===== config.mk =====
export PLATFORM = sky130hd
export DESIGN_NAME = mem_port_arbiter
export DESIGN_NICKNAME = d
export VERILOG_FILES = /design/src/rtl/lc3_mem_pkg.sv /design/src/rtl/mux_2to1.sv /design/src/rtl/mem_port_arbiter.sv
export SDC_FILE = /design/constraint.sdc
export NUM_CORES = 1
export LEC_CHECK = 0
export ABC_CLOCK_PERIOD_IN_PS = 2250
export BUFFER_PORTS_ARGS = -buffer_cell sky130_fd_sc_hd__buf_2
export CAP_MARGIN = 20
export CORE_ASPECT_RATIO = 1.25
export CORE_MARGIN = 3
export CORE_UTILIZATION = 45
export DETAILED_ROUTE_END_ITERATION = 16
export PLACE_DENSITY_LB_ADDON = 0.12
export SLEW_MARGIN = 15
export SYNTH_ARGS = -nofsm -noshare
export SYNTH_HDL_FRONTEND = slang
export SYNTH_SLANG_ARGS = --single-unit

===== constraint.sdc =====
create_clock -name Clk -period 2.25 [get_ports Clk]
set_input_delay 0.45 -clock Clk [delete_from_list [all_inputs] [get_ports Clk]]
set_output_delay 0.45 -clock Clk [all_outputs]
set_load 0.02 [all_outputs]

===== src/rtl/lc3_mem_pkg.sv =====
// Shared types and constants for the LC-3 SRAM port arbiter.
package lc3_mem_pkg;

  typedef enum logic [1:0] {
    IDLE   = 2'd0,
    ACCESS = 2'd1,
    ACK    = 2'd2
  } state_t;

  // Grant encoding doubles as the SRAM-side mux select.
  localparam logic GRANT_CPU = 1'b0;
  localparam logic GRANT_DMA = 1'b1;

  localparam int DEF_ACCESS_CYCLES = 2;

endpackage


===== src/rtl/mux_2to1.sv =====
// Generic 2:1 multiplexer; i_sel=0 picks i_a, i_sel=1 picks i_b.
module mux_2to1 #(
  parameter int W = 1
) (
  input  logic         i_sel,
  input  logic [W-1:0] i_a,
  input  logic [W-1:0] i_b,
  output logic [W-1:0] o_y
);

  assign o_y = i_sel ? i_b : i_a;

endmodule


===== src/rtl/mem_port_arbiter.sv =====
// Round-robin arbiter sharing one LC-3 SRAM port between the CPU (req0)
// and the display/DMA engine (req1). Latches the winner's request, holds
// mem_ce for ACCESS_CYCLES cycles, then returns read data with a one-cycle ack.
module mem_port_arbiter
  import lc3_mem_pkg::*;
#(
  parameter int WIDTH         = 16,
  parameter int ACCESS_CYCLES = DEF_ACCESS_CYCLES
) (
  input  logic             Clk,
  input  logic             Reset_n,
  input  logic             req0,
  input  logic             we0,
  input  logic [WIDTH-1:0] addr0,
  input  logic [WIDTH-1:0] wdata0,
  output logic             ack0,
  input  logic             req1,
  input  logic             we1,
  input  logic [WIDTH-1:0] addr1,
  input  logic [WIDTH-1:0] wdata1,
  output logic             ack1,
  output logic [WIDTH-1:0] rdata,
  output logic             grant_sel,
  output logic             mem_ce,
  output logic             mem_we,
  output logic [WIDTH-1:0] mem_addr,
  output logic [WIDTH-1:0] mem_wdata,
  input  logic [WIDTH-1:0] mem_rdata,
  output logic             busy
);

  localparam int CW = 4;

  generate
    if (ACCESS_CYCLES < 1 || ACCESS_CYCLES > 15) begin : g_bad_cycles
      $error("mem_port_arbiter: ACCESS_CYCLES must be within 1..15");
    end
  endgenerate

  state_t           r_state, w_state_nxt;
  logic [CW-1:0]    r_cnt, w_cnt_nxt;
  logic             r_last_grant;
  logic             r_grant_sel;
  logic             r_we;
  logic [WIDTH-1:0] r_addr, r_wdata, r_rdata;

  logic             w_next_grant;
  logic             w_start;
  logic             w_done;
  logic [WIDTH-1:0] w_sel_addr, w_sel_wdata;
  logic             w_sel_we;

  // A lone requester always wins; on a tie the one not served last wins.
  assign w_next_grant = (req0 & req1) ? ~r_last_grant : req1;

  mux_2to1 #(.W(WIDTH)) u_mux_addr (
    .i_sel (w_next_grant),
    .i_a   (addr0),
    .i_b   (addr1),
    .o_y   (w_sel_addr)
  );

  mux_2to1 #(.W(WIDTH)) u_mux_wdata (
    .i_sel (w_next_grant),
    .i_a   (wdata0),
    .i_b   (wdata1),
    .o_y   (w_sel_wdata)
  );

  mux_2to1 #(.W(1)) u_mux_we (
    .i_sel (w_next_grant),
    .i_a   (we0),
    .i_b   (we1),
    .o_y   (w_sel_we)
  );

  // Next-state and access counter; requests are only looked at in IDLE.
  always_comb begin
    w_state_nxt = r_state;
    w_cnt_nxt   = r_cnt;
    w_start     = 1'b0;
    w_done      = 1'b0;
    unique case (r_state)
      IDLE: begin
        if (req0 | req1) begin
          w_state_nxt = ACCESS;
          w_cnt_nxt   = CW'(ACCESS_CYCLES - 1);
          w_start     = 1'b1;
        end
      end
      ACCESS: begin
        if (r_cnt == '0) begin
          w_state_nxt = ACK;
          w_done      = 1'b1;
        end else begin
          w_cnt_nxt = r_cnt - 1'b1;
        end
      end
      ACK:     w_state_nxt = IDLE;
      default: w_state_nxt = IDLE;
    endcase
  end

  // State and counter registers.
  always_ff @(posedge Clk or negedge Reset_n) begin
    if (!Reset_n) begin
      r_state <= IDLE;
      r_cnt   <= '0;
    end else begin
      r_state <= w_state_nxt;
      r_cnt   <= w_cnt_nxt;
    end
  end

  // Latch the winner at grant time so later input changes cannot disturb the access.
  always_ff @(posedge Clk or negedge Reset_n) begin
    if (!Reset_n) begin
      r_last_grant <= GRANT_DMA;
      r_grant_sel  <= GRANT_CPU;
      r_we         <= 1'b0;
      r_addr       <= '0;
      r_wdata      <= '0;
    end else if (w_start) begin
      r_last_grant <= w_next_grant;
      r_grant_sel  <= w_next_grant;
      r_we         <= w_sel_we;
      r_addr       <= w_sel_addr;
      r_wdata      <= w_sel_wdata;
    end
  end

  // Capture SRAM data on the last access cycle; held until the next capture.
  always_ff @(posedge Clk or negedge Reset_n) begin
    if (!Reset_n) r_rdata <= '0;
    else if (w_done) r_rdata <= mem_rdata;
  end

  assign mem_ce    = (r_state == ACCESS);
  assign mem_we    = (r_state == ACCESS) & r_we;
  assign busy      = (r_state != IDLE);
  assign ack0      = (r_state == ACK) & (r_grant_sel == GRANT_CPU);
  assign ack1      = (r_state == ACK) & (r_grant_sel == GRANT_DMA);
  assign grant_sel = r_grant_sel;
  assign mem_addr  = r_addr;
  assign mem_wdata = r_wdata;
  assign rdata     = r_rdata;

endmodule


==> results.toml <==
[run_status]
outcome = "complete, no violations"

[synthesis]
synthTopCellsByArea = "dfrtp_1 54%, o21ai_0 13%, mux2i_1 13%"
synth_area_sq_um = 2610
synth_top_area_share_pct = 53.6
yosysTopAreaCell = "dfrtp_1"
synth_edf_count = 0
synthArstFlopShare_pct = 100
synth_warnings = 0
syn_nets = 311
syn_inst = 223
syn_area_per_cell_sq_um = 11.7
synthFlopType = "dfrtp_1"
netlist-cell-type-count = 29
ys_seq_elements = 57
seq_area_frac_synth_pct = 54.6

[sta]
slew_headroom_pct = 41.9
finClkSkew_ns = 0.0132
grt_setup_unrepaired = "false"
worst-slew-pin-transition_ns = 0.871
post-route-period-util_pct = 90.0
setup_ws_ns = 0.225
max_freq_ghz = 0.494
setup_viol = 0
period_minus_slack_ns = 2.02
finalMaxSlewViolations = 0
setup_tns_ns = 0
hold_viol_final = 0

[final_layout]
nNetsFinal = 454
seq_area_sq_um = 1430
areaGrowthSynthToFinish_pct = 37.5
n_antenna_cell = 0
stdcell_area_sq_um = 3590
n_fill_cell = 474
drive_gt1_share_pct = 49.3
multi_input_comb_area_sq_um = 1090

[global_routing]
grt_max_degree = 32
grt_pass1_vias = 2371
grt_overflow = 0
grt_pass1_wl_um = 10700
antenna_found_initial = 0
gr-usage-all-layers_pct = 20.4

[power]
power.leakage_nw = 1.93
clkPwrFrac_pct = 17.4
swShare_pct = 41.0
peakVddDrop_mv = 0.643
seqPwrFrac_pct = 34.3
p_per_area_nw_per_um2 = 1470
switching_power_mw = 2.17
p_comb_share_pct = 48.3
power.internal_mw = 3.13

[clock_tree]
clk_pin_slew_ns = 0.07
h-tree-depth = 3
cts_buffer_depth = 2
clk_latency_ns = 0.33
cts_tree = "done"
postCtsSetupBuffers = 0
numCtsBuffers = 9
cts_root_buffer = "clkbuf_8"
hold_buffers = 0
clock-sinks = 57
cts_resized = 0

[die]
fp.dieH_um = 91.2
dieArea_sq_um = 6760
start_util_pct = 47.4
num_rows = 30
coreArea_sq_um = 5520
die_w_um = 74.2
io_pins = 140

[routing]
dr.pass1.iters = 4
drc = 0
ant_nets = 0
wl_per_cell_um = 15.0
viasPerCell = 5.17
drt_iter0_markers = 127
vias = 2247
routed_wl_um = 6510

[place]
hpwl_um = 4810
placed_area_sq_um = 3400
gpl.final_weighted_congestion = 0.799
dpl_worst_slack_ns = 0.227
port_buffers = 139

[setup_path]
r2r-end = "rdata[9]"
cp.arrival_ns = 2.23
path_class = "reg -> reg"
r2r_cells = 5
startpoint_type = "register"
crit_fanout = 17
worstPathRequired_ns = 2.45
worstReg2RegStart = "r_cnt[0]"
end_kind = "register"
critPathSlowestCell = "or3_1"
timing.reg2reg.setup_slack_ns = 0.23
slowest_delay_ns = 0.68
path_buf_inv = 1
critPathTopFamily = "simple AND/OR/NAND/NOR gates"
path_cells = "inv_1, ha_1, nand2b_1, or3_1, mux2_4"

[hold_path]
hold_class = "in -> async"

[flow_run]
max_cap_viol_count = 0
-- area by class of cell --
type                    instances  area share (%)
multi-input cells             145            30.4
inverters                       6           0.627
clock buffers                  13            4.14
repair buffers                147            21.7
flip-flops and latches         57            39.7
clock inverters                 3            1.11
well taps                      64            2.23
-- power by group through the flow --
stage | sequential (mW) | combinational (mW) | clock, mW
floorplan | 2.35 | 1.18 | 0
global placement | 1.81 | 2.52 | 0
detailed placement | 1.82 | 2.60 | 0
CTS | 1.82 | 2.60 | 0.949
global route | 1.89 | 2.80 | 0.990
finish | 1.82 | 2.56 | 0.921
-- sequential cells by signal, summed over array words and instances, names as in the netlist --
name,count
grant_sel,1
r_we,1
mem_wdata,16
r_last_grant,1
mem_addr,16
r_state,2
rdata,16
r_cnt,4
-- worst max-delay path by stage --
stage | from | to | slack, ns | cells past startpoint
final | r_cnt[0] | rdata[9] | 0.23 | 5
after CTS | r_cnt[1] | rdata[2] | 0.22 | 5
after global routing | r_cnt[1] | rdata[1] | 0.09 | 5
after detailed placement | r_cnt[0] | rdata[14] | 0.23 | 5
after global placement | r_cnt[0] | rdata[7] | 0.30 | 5
after floorplan | r_cnt[0] | rdata[10] | 0.53 | 7
-- logic make-up after synthesis --
group	share of synthesized area [%]
mux	21.3
compound gates	15.7
buf+inv	3.78
simple gates	3.73
fa+ha+maj	0.957
flops	54.6
-- through the flow --
stage | total power, mW | hold WS (ns) | util, % | std cells
6_report | 5.30 | 0.134 | 65.1 | 435
2_1_floorplan | 3.52 | 0.154 | - | 223
3_3_place_gp | 4.34 | 0.482 | 61.7 | 419
4_1_cts | 5.36 | 0.139 | 65.1 | 435
5_1_grt | 5.68 | 0.173 | 65.1 | 435
3_5_place_dp | 4.42 | 0.488 | 61.7 | 419
-- metal layers --
metal	routed length, um	vias to the layer above	GRT usage [%]
met3	471	9	5.09
li1	-	1086	-
met5	0	-	0
met2	3340	83	34.2
met1	2590	1069	24.0
met4	98	0	9.21
-- worst reg2reg max path: cells and delay by family (launching register included) --
kind / cells / cell delay, ns
fa+ha+maj: 1 / 0.20
buf+inv: 1 / 0.12
flops: 1 / 0.40
simple gates: 2 / 0.77
mux: 1 / 0.43
-- synth_stat cells, types with 2 or more instances --
library cell and instances:
ha_1 2, nor2_1 5, a21oi_1 3, o21ai_0 67, nand4b_1 2, mux2_4 9, o21ai_1 2, dfrtp_1 56
buf_2 4, mux2_2 8, buf_6 2, inv_1 5, mux2i_1 33, clkbuf_1 9, nor3b_1 2
-- cell usage in the layout (no fill, tap or decap), drive strengths merged, types with 3 or more instances in the layout --
cell | Yosys | final
o21ai | 69 | 69
mux2 | 17 | 17
clkbuf | 9 | 13
inv | 5 | 5
clkinv | 1 | 3
mux2i | 33 | 33
nor2 | 5 | 5
buf | 6 | 147
a21oi | 3 | 3
dfrtp | 56 | 56
Power figures use the tool's default switching activity.
